[config.mk]
export PLATFORM = sky130hd
export DESIGN_NAME = alu_mdu_flat
export DESIGN_NICKNAME = d
export VERILOG_FILES = /design/src/rtl/alu_pkg.sv /design/src/rtl/alu_mdu_if.sv /design/src/rtl/seq_muldiv.sv /design/src/rtl/alu_mdu.sv /design/src/flat_wrapper.sv
export SDC_FILE = /design/constraint.sdc
export NUM_CORES = 1
export LEC_CHECK = 0
export ABC_AREA = 1
export BUFFER_PORTS_ARGS = -buffer_cell sky130_fd_sc_hd__buf_2
export CORE_MARGIN = 5
export CORE_UTILIZATION = 48
export DETAILED_ROUTE_END_ITERATION = 12
export PLACE_DENSITY = 0.68
export RECOVER_POWER = 25
export SYNTH_ARGS = -nofsm -noshare
export SYNTH_HDL_FRONTEND = slang
export SYNTH_SLANG_ARGS = --single-unit
[constraint.sdc]
create_clock -name clk -period 2.9 [get_ports clk]
set_input_delay 0.58 -clock clk [delete_from_list [all_inputs] [get_ports clk]]
set_output_delay 0.58 -clock clk [all_outputs]
set_load 0.02 [all_outputs]
[src/rtl/alu_pkg.sv]
`default_nettype none
// +----------------------------------------------------------------------+
// | Package : alu_pkg                                                    |
// | Opcode and FSM state encodings shared by the alu_mdu block.          |
// | Revision: 1.0                                                        |
// +----------------------------------------------------------------------+
package alu_pkg;

    localparam int OP_W = 4;

    typedef enum logic [OP_W-1:0] {
        OP_AND   = 4'b0000,
        OP_OR    = 4'b0001,
        OP_ADD   = 4'b0010,
        OP_SRA   = 4'b0011,
        OP_SLL   = 4'b0100,
        OP_SRL   = 4'b0101,
        OP_SUB   = 4'b0110,
        OP_NOR   = 4'b0111,
        OP_SLT   = 4'b1000,
        OP_SLTU  = 4'b1001,
        OP_MULTU = 4'b1010,
        OP_DIVU  = 4'b1011
    } alu_op_e;

    typedef enum logic [1:0] {
        ST_IDLE = 2'd0,
        ST_MUL  = 2'd1,
        ST_DIV  = 2'd2
    } alu_state_e;

endpackage
`default_nettype wire

[src/rtl/alu_mdu_if.sv]
`default_nettype none
// +----------------------------------------------------------------------+
// | Interface : alu_mdu_if                                               |
// | Issue/result bundle between the EX-stage controller and alu_mdu.     |
// | Revision  : 1.0                                                      |
// +----------------------------------------------------------------------+
interface alu_mdu_if #(
    parameter int WIDTH = 32,
    parameter int SHW   = $clog2(WIDTH)
) ();
    import alu_pkg::*;

    logic                in_valid;
    logic                in_ready;
    logic [WIDTH-1:0]    a;
    logic [WIDTH-1:0]    b;
    logic [SHW-1:0]      shamt;
    logic [OP_W-1:0]     alu_control;
    logic                out_valid;
    logic [WIDTH-1:0]    alu_out;
    logic [WIDTH-1:0]    hi_out;
    logic                zout;

    modport master (
        output in_valid, a, b, shamt, alu_control,
        input  in_ready, out_valid, alu_out, hi_out, zout
    );

    modport slave (
        input  in_valid, a, b, shamt, alu_control,
        output in_ready, out_valid, alu_out, hi_out, zout
    );

endinterface
`default_nettype wire

[src/rtl/seq_muldiv.sv]
`default_nettype none
// +----------------------------------------------------------------------+
// | Module  : seq_muldiv                                                 |
// | Iterative unsigned shift-add multiply / restoring divide, 1 bit/clk. |
// | Revision: 1.0                                                        |
// +----------------------------------------------------------------------+
module seq_muldiv #(
    parameter int WIDTH = 32
) (
    input  wire logic             clk,
    input  wire logic             rst_n,
    input  wire logic             start,
    input  wire logic             is_div,
    input  wire logic [WIDTH-1:0] a,
    input  wire logic [WIDTH-1:0] b,
    output logic                  done,
    output logic [WIDTH-1:0]      res_lo,
    output logic [WIDTH-1:0]      res_hi
);
    localparam int              CNT_W       = $clog2(WIDTH);
    localparam logic [CNT_W-1:0] C_LAST_ITER = CNT_W'(WIDTH - 1);

    logic             r_busy;
    logic             r_is_div;
    logic [CNT_W-1:0] r_cnt;
    logic [WIDTH-1:0] r_acc;   // high product half / partial remainder
    logic [WIDTH-1:0] r_sh;    // multiplier / dividend shifting into quotient
    logic [WIDTH-1:0] r_opd;   // multiplicand / divisor

    logic [WIDTH:0]   w_add;
    logic [WIDTH:0]   w_trial;
    logic [WIDTH:0]   w_diff;
    logic [WIDTH-1:0] w_acc_nxt;
    logic [WIDTH-1:0] w_sh_nxt;

    assign w_add   = {1'b0, r_acc} + (r_sh[0] ? {1'b0, r_opd} : {(WIDTH+1){1'b0}});
    assign w_trial = {r_acc, r_sh[WIDTH-1]};
    assign w_diff  = w_trial - {1'b0, r_opd};

    always_comb begin
        w_acc_nxt = w_add[WIDTH:1];
        w_sh_nxt  = {w_add[0], r_sh[WIDTH-1:1]};
        if (r_is_div) begin
            if (!w_diff[WIDTH]) begin
                w_acc_nxt = w_diff[WIDTH-1:0];
                w_sh_nxt  = {r_sh[WIDTH-2:0], 1'b1};
            end else begin
                w_acc_nxt = w_trial[WIDTH-1:0];
                w_sh_nxt  = {r_sh[WIDTH-2:0], 1'b0};
            end
        end
    end

    // The final step's result is presented combinationally so the top can
    // register it on the same edge the iteration completes.
    assign done   = r_busy && (r_cnt == C_LAST_ITER);
    assign res_lo = w_sh_nxt;
    assign res_hi = w_acc_nxt;

    always_ff @(posedge clk) begin
        if (!rst_n) begin
            r_busy   <= 1'b0;
            r_is_div <= 1'b0;
            r_cnt    <= '0;
            r_acc    <= '0;
            r_sh     <= '0;
            r_opd    <= '0;
        end else if (start) begin
            r_busy   <= 1'b1;
            r_is_div <= is_div;
            r_cnt    <= '0;
            r_acc    <= '0;
            r_sh     <= is_div ? a : b;
            r_opd    <= is_div ? b : a;
        end else if (r_busy) begin
            r_acc <= w_acc_nxt;
            r_sh  <= w_sh_nxt;
            r_cnt <= r_cnt + 1'b1;
            if (done) begin
                r_busy <= 1'b0;
            end
        end
    end

endmodule
`default_nettype wire

[src/rtl/alu_mdu.sv]
`default_nettype none
// +----------------------------------------------------------------------+
// | Module  : alu_mdu                                                    |
// | Registered ALU with iterative MULTU/DIVU and valid/ready issue.      |
// | Revision: 1.0                                                        |
// +----------------------------------------------------------------------+
module alu_mdu
    import alu_pkg::*;
#(
    parameter int WIDTH = 32,
    parameter int SHW   = $clog2(WIDTH)
) (
    input wire logic clk,
    input wire logic rst_n,
    alu_mdu_if.slave bus
);
    alu_state_e       r_state;
    alu_state_e       w_state_nxt;
    logic             r_out_valid;
    logic [WIDTH-1:0] r_alu_out;
    logic [WIDTH-1:0] r_hi_out;
    logic             r_zout;

    alu_op_e          w_op;
    logic [SHW-1:0]   w_shamt;
    logic             w_accept;
    logic             w_start;
    logic             w_is_div;
    logic [WIDTH-1:0] w_lo;
    logic [WIDTH-1:0] w_hi;
    logic             w_md_done;
    logic [WIDTH-1:0] w_md_lo;
    logic [WIDTH-1:0] w_md_hi;

    assign w_op     = alu_op_e'(bus.alu_control);
    assign w_shamt  = bus.shamt;
    assign w_accept = bus.in_valid && (r_state == ST_IDLE);
    assign w_is_div = (w_op == OP_DIVU);

    always_comb begin
        w_lo = '0;
        w_hi = '0;
        case (w_op)
            OP_AND:  w_lo = bus.a & bus.b;
            OP_OR:   w_lo = bus.a | bus.b;
            OP_ADD:  w_lo = bus.a + bus.b;
            OP_SUB:  w_lo = bus.a - bus.b;
            OP_NOR:  w_lo = ~(bus.a | bus.b);
            OP_SLL:  w_lo = bus.b << w_shamt;
            OP_SRL:  w_lo = bus.b >> w_shamt;
            OP_SRA:  w_lo = $unsigned($signed(bus.b) >>> w_shamt);
            OP_SLT:  w_lo = {{(WIDTH-1){1'b0}}, ($signed(bus.a) < $signed(bus.b))};
            OP_SLTU: w_lo = {{(WIDTH-1){1'b0}}, (bus.a < bus.b)};
            // Only reached with b == 0: nonzero divisors go to the sequencer.
            OP_DIVU: begin
                w_lo = '1;
                w_hi = bus.a;
            end
            default: ;
        endcase
    end

    always_comb begin
        w_state_nxt = r_state;
        w_start     = 1'b0;
        case (r_state)
            ST_IDLE: begin
                if (w_accept && (w_op == OP_MULTU)) begin
                    w_state_nxt = ST_MUL;
                    w_start     = 1'b1;
                end else if (w_accept && w_is_div && (bus.b != '0)) begin
                    w_state_nxt = ST_DIV;
                    w_start     = 1'b1;
                end
            end
            ST_MUL, ST_DIV: begin
                if (w_md_done) begin
                    w_state_nxt = ST_IDLE;
                end
            end
            default: w_state_nxt = ST_IDLE;
        endcase
    end

    always_ff @(posedge clk) begin
        if (!rst_n) begin
            r_state <= ST_IDLE;
        end else begin
            r_state <= w_state_nxt;
        end
    end

    always_ff @(posedge clk) begin
        if (!rst_n) begin
            r_out_valid <= 1'b0;
            r_alu_out   <= '0;
            r_hi_out    <= '0;
            r_zout      <= 1'b1;
        end else if (w_md_done) begin
            r_out_valid <= 1'b1;
            r_alu_out   <= w_md_lo;
            r_hi_out    <= w_md_hi;
            r_zout      <= (w_md_lo == '0);
        end else if (w_accept && !w_start) begin
            r_out_valid <= 1'b1;
            r_alu_out   <= w_lo;
            r_hi_out    <= w_hi;
            r_zout      <= (w_lo == '0);
        end else begin
            r_out_valid <= 1'b0;
        end
    end

    seq_muldiv #(
        .WIDTH (WIDTH)
    ) u_seq_muldiv (
        .clk    (clk),
        .rst_n  (rst_n),
        .start  (w_start),
        .is_div (w_is_div),
        .a      (bus.a),
        .b      (bus.b),
        .done   (w_md_done),
        .res_lo (w_md_lo),
        .res_hi (w_md_hi)
    );

    assign bus.in_ready  = (r_state == ST_IDLE);
    assign bus.out_valid = r_out_valid;
    assign bus.alu_out   = r_alu_out;
    assign bus.hi_out    = r_hi_out;
    assign bus.zout      = r_zout;

endmodule
`default_nettype wire

[src/flat_wrapper.sv]
// flat-port wrapper written by rule: the top's interface ports become plain ports
module alu_mdu_flat import alu_pkg::*;
#(
    parameter int WIDTH = 32,
    parameter int SHW   = $clog2(WIDTH)
)
  (clk, rst_n, bus_in_valid, bus_a, bus_b, bus_shamt, bus_alu_control, bus_in_ready, bus_out_valid, bus_alu_out, bus_hi_out, bus_zout);
  alu_mdu_if #(.WIDTH(WIDTH), .SHW(SHW)) bus_i ();
  input wire logic clk;
  input wire logic rst_n;
  input wire logic [$bits(bus_i.in_valid)-1:0] bus_in_valid;
  input wire logic [$bits(bus_i.a)-1:0] bus_a;
  input wire logic [$bits(bus_i.b)-1:0] bus_b;
  input wire logic [$bits(bus_i.shamt)-1:0] bus_shamt;
  input wire logic [$bits(bus_i.alu_control)-1:0] bus_alu_control;
  output wire logic [$bits(bus_i.in_ready)-1:0] bus_in_ready;
  output wire logic [$bits(bus_i.out_valid)-1:0] bus_out_valid;
  output wire logic [$bits(bus_i.alu_out)-1:0] bus_alu_out;
  output wire logic [$bits(bus_i.hi_out)-1:0] bus_hi_out;
  output wire logic [$bits(bus_i.zout)-1:0] bus_zout;
  assign bus_i.in_valid = bus_in_valid;
  assign bus_i.a = bus_a;
  assign bus_i.b = bus_b;
  assign bus_i.shamt = bus_shamt;
  assign bus_i.alu_control = bus_alu_control;
  assign bus_in_ready = bus_i.in_ready;
  assign bus_out_valid = bus_i.out_valid;
  assign bus_alu_out = bus_i.alu_out;
  assign bus_hi_out = bus_i.hi_out;
  assign bus_zout = bus_i.zout;
  alu_mdu #(.WIDTH(WIDTH), .SHW(SHW)) u_core (.clk(clk), .rst_n(rst_n), .bus(bus_i));
endmodule
Word-level counts from Yosys, hierarchy flattened
Cells that the tools add are included.
Cells by class
  add/subtract/negate cells: 5
  multipliers: 0
  div/mod/pow operators: 0
  order comparisons: 2
  equal/unequal tests: 16
  shifts and indexed selects: 3
  muxes and demuxes: 29
  bitwise logic cells: 4
  reduce and logical (&&, ||, !) cells: 17
Operator list (number)
  two-way mux 32 bit: 13
  case mux 32 bit (11 select lines): 1
  logical NOT 32 bit: 2
  < comparator 32 bit: 2
  adder 32 x 33 -> 33 bit: 1
  subtractor 33 x 32 -> 33 bit: 1
  adder 32 bit: 1
  bitwise AND 32 bit: 1
  NOT 32 bit: 1
  bitwise OR 32 bit: 1
  nonzero test 32 bit: 1
  << shifter 32 x 5 -> 32 bit: 1
  >> shifter 32 x 5 -> 32 bit: 1
  >>> shifter 32 x 5 -> 32 bit: 1
  subtractor 32 bit: 1
  == test 4 x 3 -> 1 bit, second input constant: 4
  == test 4 bit, second input constant: 4
  two-way mux 1 bit: 11
  == test 4 x 2 -> 1 bit, second input constant: 2
  logical AND 1 bit: 6
  two-way mux 2 bit: 3
  adder 5 x 1 -> 5 bit, second input constant: 1
  == test 5 bit, second input constant: 1
  == test 4 x 1 -> 1 bit, second input constant: 1
  12 further kinds: 14
Word-level totals
  flip-flop bits (word level): 171
  bits in latches: 0
  bits in writable memories: 0
  memory bits (read-only): 0
  input bits: 76
  output and inout port bits: 67
  memories kept: 0

Depth between registers and ports, before layout
  depth after elaboration: 11
  gate-level depth with buffers: 24

Hierarchy
Synthesis repeated with hierarchy kept, for this count alone.
Second synthesis, totals
  cell total of the unflattened synthesis: 4535
  area, all modules: 24208.2 um^2
By module, submodules not included
  alu_mdu: times used 1, cells an instance 2582, area an instance 13302.8 um^2
  seq_muldiv: times used 1, cells an instance 1953, area an instance 10905.5 um^2

Least setup slack after synthesis
OpenSTA, ideal clock, no wires.
  kind: reg-to-reg
  from: reg u_core.u_seq_muldiv.r_sh[0]
  to: reg u_core.u_seq_muldiv.r_acc[21]
  library setup time: 109 ps
  arrival: 2598 ps
  slack: 193 ps
  cell stages (with the launch flop): 21
  buffers on the path: 1
  clock period less this slack: 2707 ps
  cell sequence: dfxtp_1 > clkbuf_1 > nand2_1 > inv_1 > ha_1 > inv_1 > fa_1 > nand3b_1 > nand2_1 > inv_1 > o21bai_1 > nand2_1 > nand2_1 > a21boi_0 > o21ai_0 > a21oi_1 > xnor2_1 > nand2_1 > nand3_1 > nand2_1 > inv_1
On the way
  longest elaborated chain between the ends: 3
RTL lines
  start: declaration: line seq_muldiv.sv:27  | logic [WIDTH-1:0] r_sh;
  start signal: assignment: line seq_muldiv.sv:73  | r_sh <= is_div ? a : b;
  start signal: assignment: line seq_muldiv.sv:77  | r_sh <= w_sh_nxt;
  two-way mux 32 bit: line seq_muldiv.sv:36  | assign w_add = {1'b0, r_acc} + (r_sh[0] ? {1'b0, r_opd} : {(WIDTH+1){1'b0}});
  adder 32 x 33 -> 33 bit: line seq_muldiv.sv:36
  two-way mux 32 bit: line seq_muldiv.sv:43  | if (r_is_div) begin
  end signal: assignment: line seq_muldiv.sv:76  | r_acc <= w_acc_nxt;
  end: declaration: line seq_muldiv.sv:26  | logic [WIDTH-1:0] r_acc;
No other way between the ends.
A chain may end at the register's enable or synchronous reset.

Final worst setup path
  from: reg u_core.u_seq_muldiv.r_sh[0]
  to: reg u_core.r_hi_out[31] (netlist: u_core.bus.hi_out[31])
On the way
  longest elaborated chain between the ends: 4
RTL lines
  two-way mux 32 bit: line seq_muldiv.sv:36
  adder 32 x 33 -> 33 bit: line seq_muldiv.sv:36
  two-way mux 32 bit: line seq_muldiv.sv:43
  two-way mux 32 bit: line alu_mdu.sv:99  | end else if (w_md_done) begin
  end signal: assignment: line alu_mdu.sv:102  | r_hi_out <= w_md_hi;
  end signal: assignment: line alu_mdu.sv:107  | r_hi_out <= w_hi;
  end: declaration: line alu_mdu.sv:21  | logic [WIDTH-1:0] r_hi_out;
No other way between the ends.

==> results.md <==
- Hold Crit Class: flip-flop to flip-flop
- Failing checks: setup timing
- Top post-synthesis cells by area: nand2_1 (22%), dfxtp_1 (15%), nand3_1 (12%), ha_1 (9.5%), inv_1 (8.5%)
- Post-synth cell types: 52
- Clock Power Share: 20.7%
- First-pass GRT wire length: 176,000 um
- Peak Freq: ~0.33 GHz
- Boundary pin count: 143
- Die Ht: about 230 um
- Initial antenna violation count: 4
- DR iter-0 viols: around 4,500
- IO buf count: 142
- Row cnt: 80
- Dpl hpwl: roughly 100,000 um
- Grt ovf: 0
- Fraction of layout cells with a size suffix above 1: 22.1%
- Max-Slew Margin vs Limit: 5.54%
- YS warnings: 0
- Pint: 6140 uW
- DP Area: 28,900 um^2
- Post-Synth Simple-Gate Area: 44.7%
- Synth Area in Compound Gates: 16.2%
- Post-route insts no fill: 5,514
- Worst vdd ir: around 0.47 mV
- CTS Buf Count: 17
- Worst Setup End Kind: flip-flop
- Final setup fails: between 50 and 60
- Root Buffer: clkbuf_16
- Switching Share: 47.3%
- Max_cap viols: 0
- H-tree levels: 4
- Vias: roughly 32,000
- Clock transition at the registers of the reported paths: ~80 ps
- Starting density of the core: 48.4%
- Combinational family with the most area after synthesis: simple AND/OR/NAND/NOR gates
- Status: finished, violations left
- Residual DRC count: 0
- Critical Path Fanout Max: 10
- Most common cell in the synthesized netlist: nand2_1
- Largest net degree at the start of global routing: 77
- Post-Syn Instances: 4,219
- Synthesized Nets: approximately 4,500
- Commonest cells post-synth: nand2_1 (1,349), nand3_1 (553), inv_1 (520)
- Mapped Area: 23,100 um^2
- Worst Max-Slew Pin Slew: 1420 ps
- Post-synthesis xor/xnor area fraction: under 10%
- Cells after DPL: 5,455
- Vias per cell: between 5 and 6
- First-pass iteration count of the detailed router: 9
- CTS tree: done
- Die extent in x: 229 um
- Fin. Hold Viols: 0
- Lkg Pwr: 0.0164 uW
- Clk sinks: 171
- Drt total wl: around 120,000 um
- Post-DR wirelength/cell: 22.3 um
- Nets@finish: between 5,000 and 6,000
- Top cell type's share of synthesized area: between 20% and 30%
- Final period utilization: 106%
- EDFF count, synth: 0
- CP arrival: about 3500 ps
- Synth Area in Adders: approximately a tenth
- Final WS setup: -170 ps
- RSZ-0062 raised after global routing: true
- P_sw: 5520 uW
- Most used flip-flop cell after synthesis: dfxtp_1
- Total die area: ~53,000 um^2
- Combinational share of power: 56.1%
- Post-cts hold buffer count: 0
- Seq cells post-synth: approximately 170
- Synth Area per Inst: 5.46 um^2
- Slew Limit Fails: 0
- Post-synthesis sequential area ratio: 14.9%
- Clock skew: 17.0 ps
- Kind of critical path: flip-flop to flip-flop
- Setup TNS: -3100 ps
- Crit path required time: 3290 ps
- Synthesis-to-finish area growth: 32.6%
- Clock tree buffer depth: 2
- All-Layer GR Usage: 43.8%
- Worst Setup Start Kind: flip-flop
- Min Tclk post-route: 3070 ps
- Ys async rst share: 0%
- Synth area leader: nand2_1
- GP Congestion: 1.18
- PwrDens: around 380 nW/um^2
- Vias in the first global route: between 20,000 and 30,000
- Later-pin clock latency in the skew report: roughly 470 ps
- Mux share of post-synthesis cell area: 0%
- Finished Cell Area: 30,600 um^2
- WHS: 463 ps
- Post-route ant nets: 0
- Fin util: between 60 and 70%
- Core region area: about 48,000 um^2
- Sequential Power Share: 23.2%
==> registers in the layout (all words and copies together), names as in the netlist <==
register                      flops
u_core.bus.alu_out               32
u_core.bus.hi_out                32
u_core.u_seq_muldiv.r_acc        32
u_core.u_seq_muldiv.r_opd        32
u_core.u_seq_muldiv.r_sh         32
u_core.u_seq_muldiv.r_cnt         5
u_core.r_state                    2
u_core.bus.out_valid              1
u_core.bus.zout                   1
u_core.u_seq_muldiv.r_busy        1
u_core.u_seq_muldiv.r_is_div      1
==> layout by cell type, fill, tap and decap left out, drive strengths merged, types with 4 or more instances in the layout <==
cell / synthesis / final
nand3b: 5 / 5
o211ai: 29 / 29
and3: 5 / 5
o22ai: 17 / 17
and2: 8 / 8
clkinv: 1 / 5
nand3: 556 / 556
a221oi: 7 / 7
a21o: 17 / 17
a22oi: 6 / 6
nor2: 362 / 362
nand4: 53 / 53
o221ai: 4 / 4
xor2: 18 / 18
o21bai: 15 / 15
dfxtp: 171 / 171
or2: 23 / 23
inv: 541 / 549
nor4: 19 / 19
buf: 111 / 794
clkbuf: 82 / 63
nand2: 1370 / 1370
nor3: 34 / 34
ha: 175 / 175
a31oi: 67 / 67
o21ai: 249 / 249
xnor2: 14 / 14
a21boi: 4 / 4
o21a: 4 / 4
fa: 4 / 4
a211oi: 17 / 17
a21oi: 229 / 229
==> worst max-delay path, cell delays in order, from the launching register on <==
cell     delay [ps]
dfxtp_2         340
buf_8           150
buf_12          150
buf_4           170
nand2_1          90
inv_1            60
ha_1            400
nand2_1         190
nor4_1          360
buf_4           200
nand4_1         190
nand2_2         200
nand2_1          60
nand2_1          50
nand2_1          50
nand2_2         100
nand2_2          70
a21oi_2         130
==> cell type report <==
cell class,count,area [um^2]
clock buffers,18,439
repair buffers,839,6280
diodes,2,5.00
clock inverters,14,170
fillers,4769,17100
flip-flops and latches,171,3430
multi-input cells,3313,17400
inverters,542,2040
well taps,615,769
==> power groups by stage <==
| stage | clock network (uW) | registers, uW | logic [uW] |
|---|---|---|---|
| after floorplan | 0 | 2730 | 3140 |
| after global placement | 0 | 2730 | 5690 |
| after detailed placement | 0 | 2730 | 5710 |
| after CTS | 2410 | 2670 | 6060 |
| after global routing | 2510 | 2700 | 6920 |
| final | 2420 | 2700 | 6540 |
==> worst paths after layout <==
check	start	end	slack (ps)	depth (start not counted)
min reg2reg	u_core.r_state[0]$_SDFFE_PN0P_	u_core.r_state[0]$_SDFFE_PN0P_	460	2
max	u_core.u_seq_muldiv.r_sh[0]$_SDFFE_PN0P_	u_core.bus.hi_out[31]$_SDFFE_PN0P_	-170	17
max reg2reg	u_core.u_seq_muldiv.r_sh[0]$_SDFFE_PN0P_	u_core.bus.hi_out[31]$_SDFFE_PN0P_	-170	17
min	u_core.r_state[0]$_SDFFE_PN0P_	u_core.r_state[0]$_SDFFE_PN0P_	460	2
==> what timing repair did <==
action,4_1_cts,5_1_grt
gates cloned,1,2
gates resized for setup,83,140
endpoints found under the hold margin,0,0
endpoints found under the setup margin,68,84
pin swaps,17,46
buffers inserted,12,11
==> logic make-up after synthesis <==
group                    Yosys count
flip-flops                       171
AO/OA/AOI/OAI                    667
buffers and inverters            735
AND/OR/NAND/NOR                 2435
XOR/XNOR                          32
adder cells (fa/ha/maj)          179
==> per-layer routing <==
layer	global-route usage (%)	share of wire [%]	vias to the layer above
li1	-	-	15100
met3	13.3	14	387
met5	0	0.052	-
met4	20.2	5.9	6
met2	62.9	40	2162
met1	60.0	40	14600
==> stage by stage <==
stage,worst slack (ps),total power [uW]
after floorplan,193,5870
after global placement,-866,8420
after detailed placement,-823,8440
after CTS,-99.0,11100
after global routing,-282,12100
final,-170,11700
Note: power is estimated with default switching activity, not from simulation.
